==> src/rtl/cpu_mem_bridge_pkg.sv <==
// +----------------------------------------------------------------------------+
// | Module : cpu_mem_bridge_pkg                                                |
// | Brief  : Shared I/O map, stop-FSM encodings and read-selector types.       |
// | Rev    : 1.0  initial release                                              |
// +----------------------------------------------------------------------------+
`default_nettype none

package cpu_mem_bridge_pkg;

  localparam logic [17:0] IO_RX_ADDR  = 18'h3_0000;
  localparam logic [17:0] IO_CNT_ADDR = 18'h3_0004;

  localparam logic [1:0] ST_RUN   = 2'd0;
  localparam logic [1:0] ST_DRAIN = 2'd1;
  localparam logic [1:0] ST_HALT  = 2'd2;

  typedef enum logic [1:0] {
    SRC_RAM  = 2'd0,
    SRC_RX   = 2'd1,
    SRC_CNT  = 2'd2,
    SRC_ZERO = 2'd3
  } rd_src_e;

  // Everything needed in the second read cycle to form cpu_din.
  typedef struct packed {
    logic       valid;
    rd_src_e    src;
    logic [1:0] byte_idx;
    logic [7:0] rx_byte;
  } rd_sel_t;

  function automatic logic [7:0] cnt_byte(input logic [31:0] v, input logic [1:0] k);
    return v[{k, 3'b000} +: 8];
  endfunction

endpackage

`default_nettype wire

==> src/rtl/cpu_mem_bridge_if.sv <==
// +----------------------------------------------------------------------------+
// | Module : cpu_mem_bridge_if                                                 |
// | Brief  : CPU byte bus, RAM port, RX/TX byte streams and stop flag.         |
// | Rev    : 1.0  initial release                                              |
// +----------------------------------------------------------------------------+
`default_nettype none

interface cpu_mem_bridge_if #(
  parameter int RAM_AW = 17
);
  logic [31:0]       cpu_a;
  logic [7:0]        cpu_dout;
  logic              cpu_wr;
  logic [7:0]        cpu_din;
  logic              cpu_rdy;
  logic [RAM_AW-1:0] ram_a;
  logic [7:0]        ram_wdata;
  logic              ram_we;
  logic [7:0]        ram_rdata;
  logic              rx_valid;
  logic [7:0]        rx_data;
  logic              rx_pop;
  logic              tx_valid;
  logic [7:0]        tx_data;
  logic              tx_ready;
  logic              prog_end;

  modport master (
    output cpu_a, cpu_dout, cpu_wr, ram_rdata, rx_valid, rx_data, tx_ready,
    input  cpu_din, cpu_rdy, ram_a, ram_wdata, ram_we, rx_pop, tx_valid, tx_data, prog_end
  );

  modport slave (
    input  cpu_a, cpu_dout, cpu_wr, ram_rdata, rx_valid, rx_data, tx_ready,
    output cpu_din, cpu_rdy, ram_a, ram_wdata, ram_we, rx_pop, tx_valid, tx_data, prog_end
  );
endinterface

`default_nettype wire

==> src/rtl/cpu_mem_bridge_byte_fifo.sv <==
// +----------------------------------------------------------------------------+
// | Module : byte_fifo                                                         |
// | Brief  : Single-clock byte FIFO with occupancy count; full push dropped.   |
// | Rev    : 1.0  initial release                                              |
// +----------------------------------------------------------------------------+
`default_nettype none

module byte_fifo #(
  parameter int DEPTH = 16
) (
  input  wire logic                     clk_in,
  input  wire logic                     rst_in,
  input  wire logic                     push,
  input  wire logic [7:0]               din,
  output logic                          full,
  input  wire logic                     pop,
  output logic [7:0]                    dout,
  output logic                          empty,
  output logic [$clog2(DEPTH):0]        count
);
  localparam int AW = $clog2(DEPTH);

  logic [7:0]    r_mem [DEPTH];
  logic [AW-1:0] r_wp;
  logic [AW-1:0] r_rp;
  logic [AW:0]   r_cnt;
  logic          w_do_push;
  logic          w_do_pop;

  assign full      = (r_cnt == (AW+1)'(DEPTH));
  assign empty     = (r_cnt == '0);
  assign count     = r_cnt;
  assign dout      = r_mem[r_rp];
  assign w_do_push = push & ~full;
  assign w_do_pop  = pop & ~empty;

  always_ff @(posedge clk_in) begin
    if (w_do_push) r_mem[r_wp] <= din;
  end

  always_ff @(posedge clk_in) begin
    if (!rst_in) begin
      r_wp  <= '0;
      r_rp  <= '0;
      r_cnt <= '0;
    end else begin
      if (w_do_push) r_wp <= r_wp + 1'b1;
      if (w_do_pop)  r_rp <= r_rp + 1'b1;
      case ({w_do_push, w_do_pop})
        2'b10:   r_cnt <= r_cnt + 1'b1;
        2'b01:   r_cnt <= r_cnt - 1'b1;
        default: r_cnt <= r_cnt;
      endcase
    end
  end

endmodule

`default_nettype wire

==> src/rtl/cpu_mem_bridge.sv <==
// +----------------------------------------------------------------------------+
// | Module : cpu_mem_bridge                                                    |
// | Brief  : CPU memory-bus decode, 2-cycle reads, cycle counter, TX FIFO and  |
// |          program-stop sequencing.                                          |
// | Rev    : 1.0  initial release                                              |
// +----------------------------------------------------------------------------+
`default_nettype none

module cpu_mem_bridge
  import cpu_mem_bridge_pkg::*;
#(
  parameter int TX_DEPTH = 16,
  parameter int RAM_AW   = 17
) (
  input  wire logic       clk_in,
  input  wire logic       rst_in,
  cpu_mem_bridge_if.slave bus
);
  localparam int CW = $clog2(TX_DEPTH) + 1;

  logic          r_up;
  logic [1:0]    r_state;
  logic [31:0]   r_cnt;
  logic [31:0]   r_snap;
  rd_sel_t       r_sel;
  logic [7:0]    r_din;

  logic          w_rdy;
  logic          w_rd;
  logic          w_hit_rx;
  logic          w_hit_cnt0;
  logic          w_hit_cnt;
  logic          w_stop;
  logic          w_tx_wr;
  logic          w_push;
  logic [7:0]    w_push_data;
  logic          w_pop;
  logic          w_full;
  logic          w_empty;
  logic [7:0]    w_fifo_dout;
  logic [CW-1:0] w_count;
  rd_src_e       w_src;
  logic          w_unused;

  assign w_unused   = &{1'b0, bus.cpu_a[31:18], w_full};

  assign w_hit_rx   = (bus.cpu_a[17:0] == IO_RX_ADDR);
  assign w_hit_cnt0 = (bus.cpu_a[17:0] == IO_CNT_ADDR);
  assign w_hit_cnt  = (bus.cpu_a[17:2] == IO_CNT_ADDR[17:2]);

  // The top FIFO slot is held back so the stop marker always fits.
  assign w_rdy      = r_up && (r_state == ST_RUN) && (w_count < CW'(TX_DEPTH - 1));
  assign w_rd       = ~bus.cpu_wr & w_rdy;

  assign w_stop      = bus.cpu_wr && w_hit_cnt0 && r_up && (r_state == ST_RUN);
  assign w_tx_wr     = bus.cpu_wr && w_hit_rx && w_rdy && (bus.cpu_dout != 8'h00);
  assign w_push      = w_stop | w_tx_wr;
  assign w_push_data = w_stop ? 8'h00 : bus.cpu_dout;
  assign w_pop       = ~w_empty & bus.tx_ready;

  always_comb begin
    w_src = SRC_RAM;
    if (bus.cpu_a[17]) begin
      if (w_hit_rx)       w_src = SRC_RX;
      else if (w_hit_cnt) w_src = SRC_CNT;
      else                w_src = SRC_ZERO;
    end
  end

  assign bus.ram_a     = bus.cpu_a[RAM_AW-1:0];
  assign bus.ram_wdata = bus.cpu_dout;
  assign bus.ram_we    = bus.cpu_wr & ~bus.cpu_a[17] & w_rdy;
  assign bus.rx_pop    = w_rd & w_hit_rx & bus.rx_valid;
  assign bus.cpu_din   = r_din;
  assign bus.cpu_rdy   = w_rdy;
  assign bus.tx_valid  = ~w_empty;
  assign bus.tx_data   = w_fifo_dout;
  assign bus.prog_end  = (r_state == ST_HALT);

  byte_fifo #(
    .DEPTH (TX_DEPTH)
  ) u_tx_fifo (
    .clk_in (clk_in),
    .rst_in (rst_in),
    .push   (w_push),
    .din    (w_push_data),
    .full   (w_full),
    .pop    (w_pop),
    .dout   (w_fifo_dout),
    .empty  (w_empty),
    .count  (w_count)
  );

  always_ff @(posedge clk_in) begin
    if (!rst_in) begin
      r_up    <= 1'b0;
      r_state <= ST_RUN;
      r_cnt   <= '0;
      r_snap  <= '0;
      r_sel   <= '0;
      r_din   <= '0;
    end else begin
      r_up  <= 1'b1;
      r_cnt <= r_cnt + 32'd1;

      // The RX byte is captured in the address cycle because it is popped there.
      r_sel.valid    <= w_rd;
      r_sel.src      <= w_src;
      r_sel.byte_idx <= bus.cpu_a[1:0];
      r_sel.rx_byte  <= bus.rx_valid ? bus.rx_data : 8'h00;

      if (w_rd && w_hit_cnt0) r_snap <= r_cnt;

      if (r_sel.valid) begin
        case (r_sel.src)
          SRC_RAM: r_din <= bus.ram_rdata;
          SRC_RX:  r_din <= r_sel.rx_byte;
          SRC_CNT: r_din <= cnt_byte(r_snap, r_sel.byte_idx);
          default: r_din <= 8'h00;
        endcase
      end

      case (r_state)
        ST_RUN:   if (w_stop)  r_state <= ST_DRAIN;
        ST_DRAIN: if (w_empty) r_state <= ST_HALT;
        ST_HALT:  r_state <= ST_HALT;
        default:  r_state <= ST_RUN;
      endcase
    end
  end

endmodule

`default_nettype wire

==> src/flat_wrapper.sv <==
// flat-port wrapper written by rule: the top's interface ports become plain ports
module cpu_mem_bridge_flat import cpu_mem_bridge_pkg::*;
#(
  parameter int TX_DEPTH = 16,
  parameter int RAM_AW   = 17
)
  (clk_in, rst_in, bus_cpu_a, bus_cpu_dout, bus_cpu_wr, bus_ram_rdata, bus_rx_valid, bus_rx_data, bus_tx_ready, bus_cpu_din, bus_cpu_rdy, bus_ram_a, bus_ram_wdata, bus_ram_we, bus_rx_pop, bus_tx_valid, bus_tx_data, bus_prog_end);
  cpu_mem_bridge_if #(.RAM_AW(RAM_AW)) bus_i ();
  input  wire logic clk_in;
  input  wire logic rst_in;
  input wire logic [$bits(bus_i.cpu_a)-1:0] bus_cpu_a;
  input wire logic [$bits(bus_i.cpu_dout)-1:0] bus_cpu_dout;
  input wire logic [$bits(bus_i.cpu_wr)-1:0] bus_cpu_wr;
  input wire logic [$bits(bus_i.ram_rdata)-1:0] bus_ram_rdata;
  input wire logic [$bits(bus_i.rx_valid)-1:0] bus_rx_valid;
  input wire logic [$bits(bus_i.rx_data)-1:0] bus_rx_data;
  input wire logic [$bits(bus_i.tx_ready)-1:0] bus_tx_ready;
  output wire logic [$bits(bus_i.cpu_din)-1:0] bus_cpu_din;
  output wire logic [$bits(bus_i.cpu_rdy)-1:0] bus_cpu_rdy;
  output wire logic [$bits(bus_i.ram_a)-1:0] bus_ram_a;
  output wire logic [$bits(bus_i.ram_wdata)-1:0] bus_ram_wdata;
  output wire logic [$bits(bus_i.ram_we)-1:0] bus_ram_we;
  output wire logic [$bits(bus_i.rx_pop)-1:0] bus_rx_pop;
  output wire logic [$bits(bus_i.tx_valid)-1:0] bus_tx_valid;
  output wire logic [$bits(bus_i.tx_data)-1:0] bus_tx_data;
  output wire logic [$bits(bus_i.prog_end)-1:0] bus_prog_end;
  assign bus_i.cpu_a = bus_cpu_a;
  assign bus_i.cpu_dout = bus_cpu_dout;
  assign bus_i.cpu_wr = bus_cpu_wr;
  assign bus_i.ram_rdata = bus_ram_rdata;
  assign bus_i.rx_valid = bus_rx_valid;
  assign bus_i.rx_data = bus_rx_data;
  assign bus_i.tx_ready = bus_tx_ready;
  assign bus_cpu_din = bus_i.cpu_din;
  assign bus_cpu_rdy = bus_i.cpu_rdy;
  assign bus_ram_a = bus_i.ram_a;
  assign bus_ram_wdata = bus_i.ram_wdata;
  assign bus_ram_we = bus_i.ram_we;
  assign bus_rx_pop = bus_i.rx_pop;
  assign bus_tx_valid = bus_i.tx_valid;
  assign bus_tx_data = bus_i.tx_data;
  assign bus_prog_end = bus_i.prog_end;
  cpu_mem_bridge #(.TX_DEPTH(TX_DEPTH), .RAM_AW(RAM_AW)) u_core (.clk_in(clk_in), .rst_in(rst_in), .bus(bus_i));
endmodule
==> config.mk <==
export PLATFORM = sky130hd
export DESIGN_NAME = cpu_mem_bridge_flat
export DESIGN_NICKNAME = d
export VERILOG_FILES = /design/src/rtl/cpu_mem_bridge_pkg.sv /design/src/rtl/cpu_mem_bridge_if.sv /design/src/rtl/cpu_mem_bridge_byte_fifo.sv /design/src/rtl/cpu_mem_bridge.sv /design/src/flat_wrapper.sv
export SDC_FILE = /design/constraint.sdc
export NUM_CORES = 1
export LEC_CHECK = 0
export ABC_AREA = 1
export ABC_CLOCK_PERIOD_IN_PS = 6900
export CAP_MARGIN = 0
export CELL_PAD_IN_SITES_DETAIL_PLACEMENT = 0
export CELL_PAD_IN_SITES_GLOBAL_PLACEMENT = 1
export CORE_ASPECT_RATIO = 0.8
export CORE_MARGIN = 2
export CORE_UTILIZATION = 55
export CTS_BUF_LIST = sky130_fd_sc_hd__clkbuf_8
export DETAILED_ROUTE_END_ITERATION = 7
export DONT_BUFFER_PORTS = 1
export PLACE_DENSITY_LB_ADDON = 0.1
export SLEW_MARGIN = 20
export SYNTH_ARGS = -nofsm -noshare
export SYNTH_HDL_FRONTEND = slang
export SYNTH_SLANG_ARGS = --single-unit
==> constraint.sdc <==
create_clock -name clk_in -period 6.9 [get_ports clk_in]
set_input_delay 2.07 -clock clk_in [delete_from_list [all_inputs] [get_ports clk_in]]
set_output_delay 2.07 -clock clk_in [all_outputs]
set_load 0.005 [all_outputs]
==> summary.md <==
| Metric | Value |
|---|---|
| Hold Buf Count CTS | `0` |
| Placeable Area | `18800 um2` |
| Post-cts resize count | `0` |
| Synth unique cells | `41` |
| Die boundary width | `158 um` |
| Sequential fraction of the synthesis area | `0.569` |
| Antenna violations before repair | `0` |
| Detailed-route via count | `7393` |
| H-Tree Depth | `2` |
| Top post-synthesis cells by count | `sky130_fd_sc_hd__nand2_1, sky130_fd_sc_hd__edfxtp_1, sky130_fd_sc_hd__inv_1, sky130_fd_sc_hd__nor2_1, sky130_fd_sc_hd__a21oi_1` |
| Clock Skew | `0.0222 ns` |
| Antenna fix cells | `0` |
| Average wire per standard cell | `16.8 um` |
| Initial standard-cell utilization of the core | `0.556` |
| TritonCTS clock tree | `built` |
| Vias per Instance | `5.38` |
| Setup bufs post-CTS | `0` |
| Root Driver | `sky130_fd_sc_hd__clkbuf_8` |
| Leakage power | `4.16 nW` |
| Cell class contributing the biggest share of worst-path delay | `simple AND/OR/NAND/NOR gates` |
| Number of rows in the core area | `45` |
| Number of iterations in the first detailed-routing pass | `5` |
| Setup-failing EPs final | `0` |
| Detailed placer's ending HPWL | `15400 um` |
| Transition time at the pin with the least slew margin | `1.14 ns` |
| Top cell type's share of synthesized area | `0.368` |
| Die area | `20100 um2` |
| Number of DRC violations after detailed routing | `0` |
| Largest net degree at the start of global routing | `97` |
| Net count, final | `1164` |
| Reg2Reg Launch Point | `u_core.r_state[1]$_SDFFE_PN0P_` |
| Worst R2R Setup Slack | `3.83 ns` |
| WHS Path Cells | `2` |
| Number of violations of the max-capacitance limit | `0` |
| Worst path required time | `4.83 ns` |
| Run status | `finished clean` |
| Final number of max-transition violations | `0` |
| Worst Setup End Kind | `output pin` |
| Total power of the final layout | `0.00334 W` |
| Final weighted congestion of routability-driven global placement | `0.768` |
| HP Start | `u_core.r_snap[22]$_SDFFE_PN0P_` |
| Num ports | `107` |
| Primary FF master, synth | `sky130_fd_sc_hd__edfxtp_1` |
| Slowest cell on crit path | `sky130_fd_sc_hd__and3_1` |
| Unrepaired setup endpoints after global routing | `false` |
| Pwr Density | `299 nW/um2` |
| Buffers plus inverters on the worst setup path | `1` |
| Top post-synthesis cells by area | `sky130_fd_sc_hd__edfxtp_1, sky130_fd_sc_hd__dfxtp_1, sky130_fd_sc_hd__a21oi_1` |
| Clock Sink Count | `233` |
| Iteration-0 DRC count of the detailed router | `733` |
| Clock transition at the registers of the reported paths | `0.06 ns` |
| Critical-path maximum fanout | `3` |
| Number of filler cells placed in the layout | `1723` |
| Critical path depth | `6` |
| Share of layout cells above drive strength 1 | `0.0743` |
| Ys Warns | `0` |
| Syn_nets | `1188` |
| Global-route wire length before repair | `36600 um` |
| Sum of routed wire segments on met1 | `12100 um` |
| Largest stage delay on the critical path | `0.23 ns` |
| Cell taking the most area after synthesis | `sky130_fd_sc_hd__edfxtp_1` |
| CP Launch Type | `input port` |
| Layout area overhead | `7.05%` |
| Part of the cycle the worst path needs | `0.722` |
| End point of the most critical hold path | `u_core.r_snap[22]$_SDFFE_PN0P_` |
| Most frequent cell after synthesis | `sky130_fd_sc_hd__nand2_1` |
| Peak ir drop on the vdd network | `0.211 mV` |
| Area of the multi-input gates | `3650 um2` |
| Hold/Removal Path Class | `reg2reg` |
| Number of storage elements in the synthesis netlist | `233` |
| Final critical-path required period | `4.98 ns` |
| CP most frequent cell | `sky130_fd_sc_hd__nor2_1` |
| Die Span Y | `127 um` |
| Input/output buffers | `0` |
| Highest signal layer in the routed design | `met4` |
| Share of flip-flops with an asynchronous set or reset | `0` |
| Remaining number of nets flagged by the antenna check after routing | `0` |
| Met2 wire length | `9210 um` |
| Peak Freq | `201 MHz` |
| Syn_area_per_cell | `9.39 um2` |
| RR Endpoint | `u_core.u_tx_fifo.count[4]$_SDFFE_PN0P_` |
| GRT Resource Usage Total | `0.235` |
| Cell area after technology mapping | `10500 um2` |
| CP Cell Sequence | `nor2_1 > nand2_1 > nor2_1 > and3_1 > inv_1 > nor2_1` |
| Number of synthesized flops with an enable pin | `128` |
| Drt total wl | `23100 um` |
| Register area | `5950 um2` |
| Insertion delay to the later sink of the worst-skew pair | `0.53 ns` |
| Count of endpoints failing hold in the final timing report | `0` |
| Met3 WL | `1460 um` |
| Sum Neg Setup Slack | `0 ns` |
| Sum of overflow across all layers after global routing | `0` |
| Inserted Clock Buffers | `39` |
| Instance count of the mapped netlist | `1113` |
| Worst Path Class, Setup | `in2out` |
| Worst rel slew slack | `0.238` |
| Vias in the first global route | `6868` |
| Bufs on Longest Clock Path | `3` |
| Cell count of the worst reg-to-reg path | `19` |
| WP data arrival | `2.91 ns` |
[sequential cells by signal, indices dropped and copies added (netlist names), named ones only]
name and flops:
u_core.u_tx_fifo.r_mem 128, u_core.r_cnt 32, u_core.r_snap 32, u_core.r_sel 13, u_core.bus.cpu_din 8, u_core.u_tx_fifo.count 5, u_core.u_tx_fifo.r_rp 4, u_core.u_tx_fifo.r_wp 4
u_core.r_state 2, u_core.r_up 1
[where the power goes]
group	internal (W)	switching [W]	leakage, nW
combinational	0.000233	0.000403	1.73
clock	0.000608	0.000537	0.424
sequential	0.00150	0.0000635	2.00
[worst max path at each step]
stage                             to  slack (ns)         start
after detailed placement  bus_rx_pop        1.89  bus_cpu_a[1]
after global placement    bus_rx_pop        1.86  bus_cpu_a[1]
after CTS                 bus_rx_pop        1.89  bus_cpu_a[1]
final                     bus_rx_pop        1.92  bus_cpu_a[1]
after floorplan           bus_rx_pop        2.13  bus_cpu_a[7]
after global routing      bus_rx_pop        1.74  bus_cpu_a[1]
[area by class of cell]
class,instances,share of cell area
flip-flops and latches,233,0.532
multi-input cells,683,0.326
clock buffers,43,0.0529
inverters,126,0.0423
well taps,258,0.0288
clock inverters,26,0.0122
repair buffers,6,0.00581
[cells in the final DEF, fill, tap and decap left out, drive strengths merged, types with 9 or more instances in the layout]
master    n
nand2   152
inv     142
edfxtp  128
nor2    128
a21oi   114
dfxtp   105
o21ai   105
nand3    55
clkbuf   43
mux2i    32
o211ai   32
nor3     16
ha       14
xor2      9
[cell families after synthesis]
family | share of synthesized area
buffers and inverters | 0.0835
adders and majority gates | 0.0168
DFF | 0.569
AOI/OAI and AO/OA | 0.131
xor gates and xnor gates | 0.0117
muxes | 0.0306
and+or+nand+nor | 0.158
[worst register-to-register path, cell delays in order, from the launching register on]
cell and delay, ns:
sky130_fd_sc_hd__dfxtp_1 0.32, sky130_fd_sc_hd__inv_1 0.10, sky130_fd_sc_hd__ha_1 0.23, sky130_fd_sc_hd__inv_1 0.05, sky130_fd_sc_hd__nor2_1 0.14, sky130_fd_sc_hd__nand3_1 0.13
sky130_fd_sc_hd__nor2_1 0.13, sky130_fd_sc_hd__nand2_1 0.07, sky130_fd_sc_hd__nand2_1 0.35, sky130_fd_sc_hd__nand2_1 0.14, sky130_fd_sc_hd__ha_1 0.30, sky130_fd_sc_hd__xor2_1 0.21
sky130_fd_sc_hd__ha_1 0.17, sky130_fd_sc_hd__inv_1 0.03, sky130_fd_sc_hd__nand2_1 0.09, sky130_fd_sc_hd__nand3_1 0.08, sky130_fd_sc_hd__nand2_1 0.09, sky130_fd_sc_hd__xor2_1 0.15
sky130_fd_sc_hd__nand2_1 0.07, sky130_fd_sc_hd__a21oi_1 0.12
[per-layer routing]
layer  GRT usage  vias up
met5           0        -
met4      0.0657        0
met3      0.0410       38
met2       0.320      197
met1       0.382     3456
li1            -     3702
[metrics by stage]
stage	cell area, um2	hold slack [ns]	setup slack, ns	util	std cells
finish	11200	0.461	1.92	0.595	1375
floorplan	10500	0.430	2.13	-	1113
detailed placement	10400	0.450	1.89	0.554	1305
global placement	10400	0.443	1.86	0.554	1305
CTS	11100	0.458	1.89	0.593	1374
global route	11200	0.474	1.74	0.595	1375
No activity file was read; power rests on OpenSTA's default activity.
